<file path="src/rtl/fechadura_pkg.sv">
// Shared types and default timing constants for the combination lock and its supervisor.
package fechadura_pkg;

  typedef enum logic [1:0] {
    OCIOSO    = 2'd0,
    ABERTO    = 2'd1,
    BLOQUEADO = 2'd2
  } estado_alarme_t;

  localparam int MAX_ERROS_PAD    = 3;
  localparam int ABRE_CICLOS_PAD  = 8;
  localparam int BLOQ_CICLOS_PAD  = 16;
  localparam int PISCA_CICLOS_PAD = 4;

  function automatic int max_int(input int a, input int b);
    return (a > b) ? a : b;
  endfunction

endpackage

</file>
<file path="src/rtl/detector_borda.sv">
// 1-bit rising-edge detector: pulses for the first cycle an input is seen high.
module detector_borda (
  input  logic clock,
  input  logic reset_n,
  input  logic entrada,
  output logic borda
);

  logic anterior;

  always_ff @(posedge clock) begin
    if (!reset_n) anterior <= 1'b0;
    else          anterior <= entrada;
  end

  assign borda = entrada & ~anterior;

endmodule

</file>
<file path="src/rtl/alarme_fechadura.sv">
// Lock supervisor: door-release timing, consecutive-failure count and timed lockout with blinking alarm.
module alarme_fechadura
  import fechadura_pkg::*;
#(
  parameter int MAX_ERROS    = MAX_ERROS_PAD,
  parameter int ABRE_CICLOS  = ABRE_CICLOS_PAD,
  parameter int BLOQ_CICLOS  = BLOQ_CICLOS_PAD,
  parameter int PISCA_CICLOS = PISCA_CICLOS_PAD
) (
  input  logic                             clock,
  input  logic                             reset_n,
  input  logic                             led_vermelho,
  input  logic                             led_verde,
  output logic                             porta_aberta,
  output logic                             bloqueado,
  output logic                             alarme,
  output logic [$clog2(MAX_ERROS+1)-1:0]   erros
);

  localparam int EW = $clog2(MAX_ERROS+1);
  localparam int TW = $clog2(max_int(ABRE_CICLOS, BLOQ_CICLOS));
  localparam int BW = max_int(1, $clog2(PISCA_CICLOS));

  localparam logic [TW-1:0] ABRE_CARGA = TW'(ABRE_CICLOS-1);
  localparam logic [TW-1:0] BLOQ_CARGA = TW'(BLOQ_CICLOS-1);
  localparam logic [TW-1:0] T_UM       = TW'(1);
  localparam logic [BW-1:0] PISCA_FIM  = BW'(PISCA_CICLOS-1);
  localparam logic [BW-1:0] P_UM       = BW'(1);
  localparam logic [EW-1:0] E_UM       = EW'(1);

  estado_alarme_t estado, prox_estado;
  logic [TW-1:0]  timer, prox_timer;
  logic [BW-1:0]  pisca_cnt, prox_pisca;
  logic [EW-1:0]  erros_q, prox_erros;
  logic           alarme_q, prox_alarme;
  logic           ev_verm, ev_verde;

  detector_borda u_borda_verm (
    .clock(clock), .reset_n(reset_n), .entrada(led_vermelho), .borda(ev_verm)
  );
  detector_borda u_borda_verde (
    .clock(clock), .reset_n(reset_n), .entrada(led_verde), .borda(ev_verde)
  );

  always_ff @(posedge clock) begin
    if (!reset_n) begin
      estado    <= OCIOSO;
      timer     <= '0;
      pisca_cnt <= '0;
      erros_q   <= '0;
      alarme_q  <= 1'b0;
    end else begin
      estado    <= prox_estado;
      timer     <= prox_timer;
      pisca_cnt <= prox_pisca;
      erros_q   <= prox_erros;
      alarme_q  <= prox_alarme;
    end
  end

  // A red event always wins over a simultaneous green one (fail-safe).
  always_comb begin
    prox_estado = estado;
    prox_timer  = timer;
    prox_pisca  = pisca_cnt;
    prox_erros  = erros_q;
    prox_alarme = alarme_q;
    case (estado)
      OCIOSO: begin
        if (ev_verm) begin
          if (int'(erros_q) + 1 < MAX_ERROS) begin
            prox_erros = erros_q + E_UM;
          end else begin
            prox_estado = BLOQUEADO;
            prox_timer  = BLOQ_CARGA;
            prox_erros  = '0;
            prox_pisca  = '0;
            prox_alarme = 1'b1;
          end
        end else if (ev_verde) begin
          prox_estado = ABERTO;
          prox_timer  = ABRE_CARGA;
          prox_erros  = '0;
        end
      end
      ABERTO: begin
        if (ev_verm) begin
          if (MAX_ERROS == 1) begin
            prox_estado = BLOQUEADO;
            prox_timer  = BLOQ_CARGA;
            prox_erros  = '0;
            prox_pisca  = '0;
            prox_alarme = 1'b1;
          end else begin
            prox_estado = OCIOSO;
            prox_erros  = E_UM;
          end
        end else if (ev_verde) begin
          prox_timer = ABRE_CARGA;
        end else if (timer == '0) begin
          prox_estado = OCIOSO;
        end else begin
          prox_timer = timer - T_UM;
        end
      end
      BLOQUEADO: begin
        if (pisca_cnt == PISCA_FIM) begin
          prox_pisca  = '0;
          prox_alarme = ~alarme_q;
        end else begin
          prox_pisca = pisca_cnt + P_UM;
        end
        if (timer == '0) begin
          prox_estado = OCIOSO;
          prox_alarme = 1'b0;
          prox_pisca  = '0;
        end else begin
          prox_timer = timer - T_UM;
        end
      end
      default: prox_estado = OCIOSO;
    endcase
  end

  always_comb begin
    porta_aberta = (estado == ABERTO);
    bloqueado    = (estado == BLOQUEADO);
    alarme       = alarme_q & (estado == BLOQUEADO);
    erros        = erros_q;
  end

endmodule

</file>
<file path="config.mk">
export PLATFORM = sky130hd
export DESIGN_NAME = alarme_fechadura
export DESIGN_NICKNAME = d
export VERILOG_FILES = /design/src/rtl/fechadura_pkg.sv /design/src/rtl/detector_borda.sv /design/src/rtl/alarme_fechadura.sv
export SDC_FILE = /design/constraint.sdc
export NUM_CORES = 1
export LEC_CHECK = 0
export CELL_PAD_IN_SITES_DETAIL_PLACEMENT = 1
export CELL_PAD_IN_SITES_GLOBAL_PLACEMENT = 2
export CORE_ASPECT_RATIO = 0.75
export CORE_MARGIN = 10
export CORE_UTILIZATION = 30
export DETAILED_ROUTE_END_ITERATION = 8
export DONT_BUFFER_PORTS = 1
export PLACE_DENSITY = 0.59
export SLEW_MARGIN = 0
export SYNTH_ARGS = -nofsm -noshare
export SYNTH_HDL_FRONTEND = slang
export SYNTH_SLANG_ARGS = --single-unit
</file>
<file path="constraint.sdc">
create_clock -name clock -period 2 [get_ports clock]
set_input_delay 0.4 -clock clock [delete_from_list [all_inputs] [get_ports clock]]
set_output_delay 0.4 -clock clock [all_outputs]
set_load 0.01 [all_outputs]
</file>
==> impl.org, run 1 <==
** Outcome
- The flow ran to the end, and the final reports show no timing, DRC or antenna violations.

** Floorplan
- The core region is 0.002893 mm^2.
- Floorplan die area :: 0.005583 mm^2
- Width of the die :: 83.01 um
- Starting utilization of the core area :: 0.3088
- The initialized floorplan defines 17 standard-cell rows.
- Measured along the y axis, the die boundary spans 67.26 um.
- During I/O placement, the number of pins put on the boundary was 9.

** Clocking
- TritonCTS built the clock tree.
- Counting along the longest clock path gives a buffer depth of 2.
- Counting every sink on the clock net gives 13.
- Worst-Skew Late Latency :: 0.24 ns
- Number of gates resized after CTS :: 0
- Total setup buffers inserted after CTS :: 0
- Buffers inserted during clock tree synthesis total 3.
- H-tree levels :: 1
- Reg clk slew, reported paths :: 0.06 ns
- The root buffer cell chosen for the clock tree is clkbuf_8.
- Post-CTS Hold Buffers :: 0

** GRT
- Entering global routing, the biggest net connects 11 pins.
- For this run, the total global-route usage over all layers was measured as 0.08502.
- Wire length of the first global-routing pass :: 3857 um
- The total overflow left after global routing is 0.
- Number of global-route vias before repair :: 774
- Antenna violations before repair :: 0

** Critical path
- On the critical path, the stage with the largest delay is an instance of dfxtp_1.
- In this run the worst path has a maximum fanout of 5.
- The critical path starts at estado[0]$_SDFFE_PN0P_.
- Walking the worst path, the cells encountered are inv_1 > ha_1 > and4bb_4 > a311oi_4 > and2_1 > o221a_1.
- Kind of critical path :: register to register
- Setup slack on the worst flop-to-flop path :: 0.16 ns
- Sort of element at the start of the critical path :: register
- STA classifies the critical path endpoint as a register.
- Required time of the critical path :: 2.19 ns
- The startpoint identified for the worst register-to-register timing path is estado[0]$_SDFFE_PN0P_.
- On the worst path, the slowest cell contributes a delay of 0.39 ns.
- At the worst endpoint, the arrival time is 2.03 ns.

** Pwr
- Part of the power in registers :: 0.339
- Summed over all nets, the switching power comes to 0.4264 mW.
- Internal power summed over all cells :: 0.6461 mW
- Fraction of power spent switching nets :: 0.3976
- Total power density per cell area :: 1092 mW/mm^2
- Share of total power in the clock network :: 0.220
- The share of total power dissipated in combinational logic is 0.441.
- Across the VDD grid, the largest voltage drop is 294.7 uV.
- Summed over all cells, the static leakage comes to 0.3694 nW.

** Yosys
- Yosys mapped a number of flops with a built-in enable equal to 0.
- After synthesis, the share of flip-flops with an asynchronous set or reset is 0.
- Predominant post-synthesis flop cell :: dfxtp_1
- Post-synthesis cell count :: 100
- Count of yosys warnings during synthesis :: 0
- After synthesis the netlist holds a flip-flop and latch count of 13.
- The mapped netlist covers 893.4 um^2.
- The share of the Yosys chip area taken by registers is 0.2913.
- The average instance in the mapped netlist occupies 8.934 um^2.
- Unique cell type count in the Yosys netlist :: 38
- Syn_nets :: 110

** Cells and area
- Antenna Cells :: 0
- Nets :: 115
- Summing all non-filler instances in the final layout gives an area of 982.2 um^2.
- In the layout the commonest cells are dfxtp_1 (13), a21oi_1 (8), nor2_1 (7).
- Of the cells placed in the final design, the portion with a size suffix greater than 1 is 0.1058.
- Commonest non-fill, non-tap cell in the layout :: dfxtp_1
- Compared with the post-synthesis result, the final layout area differs by 9.944%.

** STA
- Worst slack on hold paths :: 0.2777 ns
- The count of endpoints failing hold in the final timing report came to 0.
- Final max-slew violation count :: 0
- Dividing the final minimum period by the clock period gives 0.9214.
- Worst clock skew :: 0.001763 ns
- # setup viols final :: 0
- Highest attainable clock frequency :: 0.5426 GHz
- Worst slew margin :: 0.7294
- Accumulated negative setup slack :: 0 ns
- RSZ-0062 raised after global routing :: false
- Post-layout min period :: 1.843 ns
- At the pin with the least slew margin, the transition time is 0.4041 ns.

** Detailed routing
- Summing over every cut layer, the via total after detailed routing is 759.
- Average wire length per cell after detail routing :: 16.37 um
- Number of iterations in the first detailed-routing pass :: 4
- After detailed routing, the number of vias per cell comes to 5.345.
- Residual DRC :: 0
- Post-DRT Antenna Nets :: 0
- Routed Wire Length :: 2324 um
- After the first detailed-routing iteration, the DRC count stood at 20.

** Min path
- The path class of the tightest hold or removal check is input port to register.
- Start point of the worst hold path :: led_vermelho

** Placement
- The congestion estimate from routability-driven global placement came to 0.7564.
- Detailed placement ended at an HPWL of 1811 um.
- Placed cell areas :: 937.1 um^2
- IO buf count :: 0

** Run
- Number of max-capacitance violations reported :: 0
[per-layer routing]
metal  vias up  GRT usage  routed length [um]
met3         2    0.02885                  63
met2         5     0.1413                1056
met4         0    0.01907                   7
met1       376     0.1049                1197
met5         -          0                   0
li1        376          -                   -
[cells in the mapped netlist, types with 2 or more instances]
library cell | n | area share
inv_1 | 5 | 0.021
nand2_1 | 3 | 0.013
a211oi_1 | 4 | 0.034
dfxtp_1 | 13 | 0.29
a21o_1 | 3 | 0.025
nor2b_1 | 4 | 0.028
nand3b_1 | 3 | 0.025
nor2_1 | 7 | 0.029
a21oi_1 | 8 | 0.045
nand2b_1 | 2 | 0.014
ha_1 | 6 | 0.084
and2_1 | 5 | 0.035
o211ai_1 | 3 | 0.025
nand3_1 | 3 | 0.017
buf_6 | 2 | 0.025
o21ai_0 | 5 | 0.028
a32oi_1 | 2 | 0.020
mux2i_1 | 2 | 0.022
[registers in the layout (all words and copies together), names as in the netlist]
name                    count
erros                       2
alarme_q                    1
u_borda_verm.anterior       1
timer                       4
pisca_cnt                   2
estado                      2
u_borda_verde.anterior      1
[layout make-up]
type,instances,area [um^2]
timing repair buffer,4,30.03
fill,364,1911
tap,38,47.55
clock buffer,4,45.04
sequential,13,260.3
multi-input combinational,77,576.8
inverter,6,22.52
[metrics by stage]
step	power [mW]	util	cells	setup WS (ns)
3_5_place_dp	0.8439	0.3240	138	0.1347
4_1_cts	1.088	0.3395	142	0.1069
5_1_grt	1.167	0.3395	142	0.03355
2_1_floorplan	0.7415	-	100	0.2827
3_3_place_gp	0.8376	0.3240	138	0.1369
6_report	1.072	0.3395	142	0.1571
[worst paths after layout]
| kind | cells after the start | endpoint |
|---|---|---|
| max reg2reg | 6 | timer[1]$_SDFFE_PN0P_ |
| max | 6 | timer[1]$_SDFFE_PN0P_ |
| min reg2reg | 2 | pisca_cnt[0]$_SDFFE_PN0P_ |
| min | 1 | u_borda_verm.anterior$_SDFF_PN0_ |
[power by group through the flow]
stage / registers [mW] / clock network [mW] / logic (mW)
2_1_floorplan: 0.358 / 0 / 0.384
3_3_place_gp: 0.368 / 0 / 0.469
3_5_place_dp: 0.369 / 0 / 0.475
4_1_cts: 0.364 / 0.247 / 0.477
5_1_grt: 0.374 / 0.261 / 0.532
6_report: 0.364 / 0.236 / 0.473
[worst max-delay path: cells and delay by family (launching register included)]
kind                       cells  cell delay [ns]
AOI/OAI and AO/OA              2             0.53
and+or+nand+nor                2             0.49
DFF                            1             0.39
adders and majority gates      1             0.27
buffers and inverters          1             0.10
[cells by family after synthesis]
kind of cell,after synthesis,synth area share
AOI/OAI and AO/OA,34,0.2997
adders and majority gates,6,0.08403
buffers and inverters,10,0.06302
DFF,13,0.2913
muxes,2,0.02241
and+or+nand+nor,35,0.2395
Power figures use the tool's default switching activity.
==> run 2: changes to the inputs <==
- CAP_MARGIN: unset -> 15
- GPL_ROUTABILITY_DRIVEN: unset -> 1
==> results of run 2 <==
Same layout as run 1: the final DEF is identical, and so are final timing and power.
